$ cat config.mk
export PLATFORM = sky130hd
export DESIGN_NAME = catch_ball_engine
export DESIGN_NICKNAME = d
export VERILOG_FILES = /design/src/rtl/catch_ball_engine.sv
export SDC_FILE = /design/constraint.sdc
export NUM_CORES = 1
export LEC_CHECK = 0
export BUFFER_PORTS_ARGS = -buffer_cell sky130_fd_sc_hd__buf_2
export CORE_MARGIN = 10
export CORE_UTILIZATION = 50
export DETAILED_ROUTE_END_ITERATION = 6
export GPL_ROUTABILITY_DRIVEN = 0
export PLACE_DENSITY = 0.83
export SYNTH_ARGS = -nofsm -noshare
export SYNTH_HDL_FRONTEND = slang
export SYNTH_SLANG_ARGS = --single-unit
$ cat constraint.sdc
create_clock -name Clock -period 2.45 [get_ports Clock]
set_clock_uncertainty 0.2 [all_clocks]
set_input_delay 0 -clock Clock [delete_from_list [all_inputs] [get_ports Clock]]
set_output_delay 0 -clock Clock [all_outputs]
set_load 0.02 [all_outputs]
$ cat src/rtl/catch_ball_engine.sv
// catch_ball_engine: two-player catch game core.
// Moves one lit ball across an LED row, judges catches, early presses and
// misses, keeps both scores and declares the winner.
module catch_ball_engine #(
  parameter int LEDS       = 8,
  parameter int STEP_TICKS = 25000000,
  parameter int CNT_W      = 25,
  parameter int SCORE_MAX  = 9
) (
  input  logic            Clock,
  input  logic            Reset,
  input  logic            Serve,
  input  logic            Shot_A,
  input  logic            Shot_B,
  output logic [LEDS-1:0] Leds,
  output logic [3:0]      Score_A,
  output logic [3:0]      Score_B,
  output logic [1:0]      Winner,
  output logic            Busy
);

  localparam int                POS_W     = (LEDS > 1) ? $clog2(LEDS) : 1;
  localparam logic [POS_W-1:0]  POS_A     = '0;
  localparam logic [POS_W-1:0]  POS_B     = POS_W'(LEDS - 1);
  localparam logic [CNT_W-1:0]  CNT_LAST  = CNT_W'(STEP_TICKS - 1);
  localparam logic [3:0]        SCORE_TOP = 4'(SCORE_MAX);
  localparam logic [LEDS-1:0]   LED_ONE   = LEDS'(1);

  typedef enum logic [2:0] {
    S_IDLE,
    S_MOVE_R,
    S_MOVE_L,
    S_POINT,
    S_GAME_OVER
  } state_t;

  state_t           r_state,    w_next_state;
  logic [POS_W-1:0] r_pos,      w_next_pos;
  logic             r_server_b, w_next_server_b;  // 1: player B serves next
  logic             r_scorer_b, w_next_scorer_b;  // 1: player B won the last point
  logic [CNT_W-1:0] r_cnt,      w_next_cnt;
  logic [3:0]       r_score_a,  w_next_score_a;
  logic [3:0]       r_score_b,  w_next_score_b;
  logic [1:0]       r_winner,   w_next_winner;

  logic             w_step;
  logic [3:0]       w_score_a_inc;
  logic [3:0]       w_score_b_inc;
  logic [3:0]       w_scorer_score;

  assign w_step         = (r_cnt == CNT_LAST);
  assign w_score_a_inc  = (r_score_a >= SCORE_TOP) ? SCORE_TOP : r_score_a + 4'd1;
  assign w_score_b_inc  = (r_score_b >= SCORE_TOP) ? SCORE_TOP : r_score_b + 4'd1;
  assign w_scorer_score = r_scorer_b ? r_score_b : r_score_a;

  // Register every piece of game state; Reset parks the ball at A's end.
  // NOTE: sequential state uses non-blocking assignments so every register
  // samples the pre-edge values regardless of statement order.
  always_ff @(posedge Clock or posedge Reset) begin
    if (Reset) begin
      r_state    <= S_IDLE;
      r_pos      <= POS_A;
      r_server_b <= 1'b0;
      r_scorer_b <= 1'b0;
      r_cnt      <= '0;
      r_score_a  <= '0;
      r_score_b  <= '0;
      r_winner   <= 2'b00;
    end else begin
      r_state    <= w_next_state;
      r_pos      <= w_next_pos;
      r_server_b <= w_next_server_b;
      r_scorer_b <= w_next_scorer_b;
      r_cnt      <= w_next_cnt;
      r_score_a  <= w_next_score_a;
      r_score_b  <= w_next_score_b;
      r_winner   <= w_next_winner;
    end
  end

  // Next-state logic: a shot press beats a step firing in the same cycle.
  // NOTE: every signal gets its hold value first so no path can infer a latch.
  always_comb begin
    w_next_state    = r_state;
    w_next_pos      = r_pos;
    w_next_server_b = r_server_b;
    w_next_scorer_b = r_scorer_b;
    w_next_cnt      = r_cnt;
    w_next_score_a  = r_score_a;
    w_next_score_b  = r_score_b;
    w_next_winner   = r_winner;

    case (r_state)
      S_IDLE: begin
        if (Serve) begin
          w_next_state = r_server_b ? S_MOVE_L : S_MOVE_R;
          w_next_cnt   = '0;
        end
      end

      S_MOVE_R: begin
        if (Shot_B) begin
          if (r_pos == POS_B) begin
            w_next_state = S_MOVE_L;
            w_next_cnt   = '0;
          end else begin
            // Early press by B hands the point to A.
            w_next_score_a  = w_score_a_inc;
            w_next_scorer_b = 1'b0;
            w_next_state    = S_POINT;
            w_next_cnt      = '0;
          end
        end else if (w_step) begin
          w_next_cnt = '0;
          if (r_pos == POS_B) begin
            w_next_score_a  = w_score_a_inc;
            w_next_scorer_b = 1'b0;
            w_next_state    = S_POINT;
          end else begin
            w_next_pos = r_pos + POS_W'(1);
          end
        end else begin
          w_next_cnt = r_cnt + CNT_W'(1);
        end
      end

      S_MOVE_L: begin
        if (Shot_A) begin
          if (r_pos == POS_A) begin
            w_next_state = S_MOVE_R;
            w_next_cnt   = '0;
          end else begin
            w_next_score_b  = w_score_b_inc;
            w_next_scorer_b = 1'b1;
            w_next_state    = S_POINT;
            w_next_cnt      = '0;
          end
        end else if (w_step) begin
          w_next_cnt = '0;
          if (r_pos == POS_A) begin
            w_next_score_b  = w_score_b_inc;
            w_next_scorer_b = 1'b1;
            w_next_state    = S_POINT;
          end else begin
            w_next_pos = r_pos - POS_W'(1);
          end
        end else begin
          w_next_cnt = r_cnt + CNT_W'(1);
        end
      end

      S_POINT: begin
        if (w_step) begin
          w_next_cnt = '0;
          if (w_scorer_score == SCORE_TOP) begin
            w_next_state  = S_GAME_OVER;
            w_next_winner = r_scorer_b ? 2'b10 : 2'b01;
          end else begin
            // The player who lost the point serves from their own end.
            w_next_state    = S_IDLE;
            w_next_server_b = ~r_scorer_b;
            w_next_pos      = r_scorer_b ? POS_A : POS_B;
          end
        end else begin
          w_next_cnt = r_cnt + CNT_W'(1);
        end
      end

      S_GAME_OVER: begin
        if (Serve) begin
          w_next_state    = S_IDLE;
          w_next_score_a  = '0;
          w_next_score_b  = '0;
          w_next_winner   = 2'b00;
          w_next_server_b = 1'b0;
          w_next_pos      = POS_A;
          w_next_cnt      = '0;
        end
      end

      default: begin
        w_next_state = S_IDLE;
      end
    endcase
  end

  // Display: one-hot ball while parked or flying, full row during a point or game over.
  always_comb begin
    if (r_state == S_POINT || r_state == S_GAME_OVER) begin
      Leds = '1;
    end else begin
      Leds = LED_ONE << r_pos;
    end
  end

  assign Score_A = r_score_a;
  assign Score_B = r_score_b;
  assign Winner  = r_winner;
  assign Busy    = (r_state == S_MOVE_R) || (r_state == S_MOVE_L);

endmodule

# Word-level counts from Yosys, hierarchy flattened
# Index checks and enable logic that the tools add are counted.
[op_classes] addsub=5 order_cmp=2 eq_ne=25 shifts=1 mux=62 bitwise=1 reduce_logical=19
[ops] op="25-bit 2-to-1 mux" count=4
[ops] op="25-bit case mux with 4 select lines" count=1
[ops] op="3-bit 2-to-1 mux" count=19
[ops] op="4-bit 2-to-1 mux" count=12
[ops] op="25-bit by 1-bit adder with 25-bit output (second input constant)" count=1
[ops] op="25-bit equality test (second input constant)" count=1
[ops] op="2-bit inequality test (second input constant)" count=11
[ops] op="3-bit inequality test (second input constant)" count=6
[ops] op="4-bit case mux with 2 select lines" count=2
[ops] op="3-bit case mux with 5 select lines" count=1
[ops] op="7-bit AND reduction" count=2
[ops] op="1-bit 2-to-1 mux" count=12
[ops] op="2-bit 2-to-1 mux" count=6
[ops] op="3-bit case mux with 4 select lines" count=1
[ops] op="10-bit AND reduction" count=1
[ops] op="5-bit AND reduction" count=2
[ops] op="4-bit by 1-bit adder with 4-bit output (second input constant)" count=2
[ops] op="4-bit greater-or-equal comparator (second input constant)" count=2
[ops] op="8-bit 2-to-1 mux" count=1
[ops] op="4-bit AND reduction" count=2
[ops] op="2-bit nonzero test" count=4
[ops] op="4-bit nonzero test" count=2
[ops] op="1-bit by 3-bit << shifter with 8-bit output (first input constant)" count=1
[ops] op="3-bit by 2-bit equality test with 1-bit output (second input constant)" count=2
[ops] op="13 further kinds" count=17
[totals] regBits=43 in_bits=5 output_inout_bits=19 wordCells=123

# Depth between registers and ports, before layout
[logic_depth] ltp_word=6 depth_mapped=9 depth_no_buf=8

# Worst setup path before layout
# OpenSTA, ideal clock, no wires.
[synth_path] kind="register to register" startpoint="register r_pos[2]" endpoint="register r_score_a[1], in the netlist Score_A[1]" setup_time_ns=0.122 t_arrival_ns=2.030 required_time_ns=2.128 slack_ns=0.099 stages_incl_launch_ff=9 path_buffers=2 synth_period_minus_slack_ns=2.351 path_cell_list="dfrtp_1 > buf_6 > or3_1 > buf_2 > a22o_1 > a211o_1 > a211oi_4 > o21ai_2 > a32o_1"
[synth_via] elab_chain_len=3 elab_cells_between_ends=4 classes_between="eq/ne: 3; reduce/logical: 1"
[synth_lines] element="from (decl)" line="38" text="logic [POS_W-1:0] r_pos, w_next_pos;"
[synth_lines] element="from (signal assigned)" line="71" text="r_pos <= w_next_pos;"
[synth_lines] element="3-bit equality test *" line="103, 115"
[synth_lines] element="3-bit inequality test (no line)"
[synth_lines] element="5-bit AND reduction (no line) *"
[synth_lines] element="to (signal assigned)" line="75" text="r_score_a <= w_next_score_a;"
[synth_lines] element="to (decl)" line="42" text="logic [3:0] r_score_a, w_next_score_a;"
# Mark *: on every way between the ends. The rest lies on a longest branch, timed or not.
# A chain may end at the register's enable or synchronous reset.

# Worst setup path after layout
[layout_path] startpoint="register r_cnt[0]" endpoint="register r_score_a[2], in the netlist Score_A[2]"
[layout_via] elab_chain_len=3
[layout_lines] element="from (decl)" line="41" text="logic [CNT_W-1:0] r_cnt, w_next_cnt;"
[layout_lines] element="from (signal assigned)" line="74" text="r_cnt <= w_next_cnt;"
[layout_lines] element="25-bit equality test" line="51" text="assign w_step = (r_cnt == CNT_LAST);"
[layout_lines] element="3-bit inequality test (no line)"
[layout_lines] element="5-bit AND reduction (no line)"
# No other way between the ends.

==> impl_metrics.toml <==
[status]
status = "finished clean"

[floorplan]
rows = 26
dieWidth_um = 92.9
die_area_um2 = 8630
die_height_um = 92.9
core_um2 = 5140
start_util_pct = 51.7
io_pins = 24

[placement]
place_hpwl_mm = 4.50
placed_cell_area_um2 = 2930
place_inst = 394
io_buffers = 23

[worst_setup_path]
path_buf_inv = 0
worstPathArrival_ns = 2.35
cpMaxStageDelayCell = "dfrtp_1"
endpoint_kind = "register"
ff2ff_path_depth = 7
cp.depth = 7
setup.worst_path.class = "reg2reg"
crit_fanout = 5
path_cells = "ha_2 > and3_1 > nand3b_1 > or2_2 > a211oi_4 > o21ai_2 > a32o_1"
required_ns = 2.43
cp_slowest_stage_delay_ns = 0.41
critPathLaunchType = "register"
cp_top_family = "simple AND/OR/NAND/NOR gates"

[grt]
grt_max_degree = 44
grt_pass1_wl_mm = 10.5
grt_pass1_vias = 2256
grt_overflow = 0
antenna_found_initial = 0
grtUsageTotal_pct = 14.3

[yosys]
ys_types = 63
yosysWarnings = 0
syn_inst = 297
avgSynthCellArea_um2 = 8.94
ys_seq_area_share_pct = 40.5
ys_async_sr_fraction_pct = 100
ys_ff_latch = 43
syn-cell-area_um2 = 2660
syn_nets = 310
synth-edff-count = 0
synth_ff_type = "dfrtp_1"

[finish]
antenna_cells = 0
fin_area_um2 = 3110
utilization_pct = 60.6
nets = 351
syn_to_final_growth_pct = 17.2
layout_common_cells = "dfrtp_1, nor2_1, nand2_1"
final_cells = 408
layout_commonest_cell = "dfrtp_1"
drive_above_1_share_pct = 21.0

[clock_network]
clk_pin_slew_worst_paths_ns = 0.07
clock_path_buffers = 2
h-tree-depth = 2
clockRootBuffer = "clkbuf_8"
cts_buffers = 5
tritoncts = "done"
clock_sinks = 43
clk_latency_ns = 0.30

[routing]
drt_iter0_drc = 178
drcViolationCount = 0
viasPerCell = 5.75
ant_nets = 0
wl_per_cell_um = 15.1
first_pass_iters = 4
vias = 2345
wl_mm = 6.18

[power_and_ir_drop]
p_per_area_nw_per_um2 = 1090
leakage_nw = 1.40
power_mw = 3.39
vdd_drop_max_mv = 0.506

[timing]
slew_violations = 0
rsz0062_at_grt = "true"
fmax_ghz = 0.422
hold_viol_final = 0
finalCriticalPeriod_ns = 2.37
worst_pin_slew_ns = 0.536
period_share_pct = 96.7
relSlewSlack_pct = 64.3
finalSetupViolations = 0

[job]
cap_violations = 0

[min_path]
hp-class = "in2reg"
holdPathStages = 4
[area by class of cell]
class	instances	area (um^2)
multi-input combinational	227	1500
clock buffer	6	82.6
timing repair buffer	45	300
clock inverter	1	5.00
inverter	16	60.1
sequential	43	1080
fill	474	2030
tap	70	87.6
[path summary, 6_finish.rpt]
| check | end | start | slack [ns] |
|---|---|---|---|
| max | Score_A[2] | r_cnt[0] | 0.08 |
| min | r_state[0] | Shot_B | 0.04 |
| max reg2reg | Score_A[2] | r_cnt[0] | 0.08 |
| min reg2reg | Winner[0] | Winner[0] | 0.28 |
| max in group asynchronous | r_state[1] | Reset | 1.48 |
| min in group asynchronous | r_state[0] | Reset | 0.17 |
[cells in the mapped netlist, types with 2 or more instances]
| cell | number | share of area, % |
|---|---|---|
| nor2_1 | 40 | 5.7 |
| o211a_1 | 2 | 0.75 |
| a31oi_1 | 5 | 1.2 |
| nor4b_1 | 2 | 0.66 |
| nand2b_1 | 4 | 0.94 |
| inv_1 | 15 | 2.1 |
| o2111ai_1 | 2 | 0.66 |
| or2_2 | 4 | 0.94 |
| nor3b_1 | 2 | 0.57 |
| xnor2_1 | 11 | 3.6 |
| nand3_1 | 10 | 1.9 |
| nor2b_1 | 3 | 0.71 |
| and3_1 | 5 | 1.2 |
| buf_2 | 4 | 0.75 |
| a32o_1 | 3 | 1.1 |
| nor4_1 | 2 | 0.47 |
| xor2_1 | 11 | 3.6 |
| nor3_1 | 9 | 1.7 |
| o31ai_1 | 11 | 3.1 |
| o21ai_0 | 9 | 1.7 |
| dfrtp_1 | 43 | 41 |
| a21oi_1 | 10 | 1.9 |
| a41oi_1 | 3 | 0.99 |
| nand2_1 | 26 | 3.7 |
| nand4_1 | 8 | 1.9 |
| clkbuf_1 | 4 | 0.57 |
| and2_1 | 3 | 0.71 |
| nand3b_1 | 2 | 0.57 |
| ha_1 | 7 | 3.3 |
| or3_1 | 2 | 0.47 |
| a22o_1 | 3 | 0.99 |
[worst min-delay path, delay by kind of cell]
kind / cells / cell delay (ns)
simple gates: 1 / 0.10
compound gates: 2 / 0.26
buf+inv: 1 / 0.14
[per-stage QoR]
stage	setup TNS (ns)	setup slack (ns)	hold slack, ns
detailed placement	0	0.0406	-0.0404
global route	-0.0120	-0.0109	0.0975
CTS	0	0.0227	0.0481
global placement	0	0.119	-0.0391
floorplan	0	0.0985	-0.0284
finish	0	0.0818	0.0449
[power by group]
part           switching [mW]  internal, mW
Combinational            1.07         0.752
Clock                   0.229         0.221
Sequential              0.239         0.871
Total                    1.54          1.84
[kinds of logic after synthesis]
group / after synthesis / synth area share (%)
simple gates: 132 / 25.5
compound gates: 64 / 17.9
flops: 43 / 40.5
buf+inv: 27 / 4.33
xor+xnor: 22 / 7.25
fa+ha+maj: 8 / 4.05
mux: 1 / 0.424
[metal layers]
| layer | wire [um] | track usage, % | vias to the layer above |
|---|---|---|---|
| met1 | 2760 | 17.6 | 1128 |
| met3 | 342 | 3.63 | 9 |
| met5 | 0 | 0 | - |
| met4 | 87 | 4.37 | 0 |
| li1 | - | - | 1145 |
| met2 | 2990 | 23.9 | 63 |
[repair_timing]
| item | 4_1_cts | 5_1_grt |
|---|---|---|
| endpoints found under the hold margin | 46 | 0 |
| setup endpoints to repair | 1 | 20 |
| pin swaps | 0 | 2 |
| gates resized for setup | 1 | 10 |
| setup buffers | 0 | 4 |
| hold buffers | 3 | 0 |
[flip-flops by register name (all words and copies together) (netlist names)]
signal,flops
r_server_b,1
r_state,3
Score_A,4
Score_B,4
r_pos,3
r_scorer_b,1
r_cnt,25
Winner,2
No activity file was read; power rests on OpenSTA's default activity.
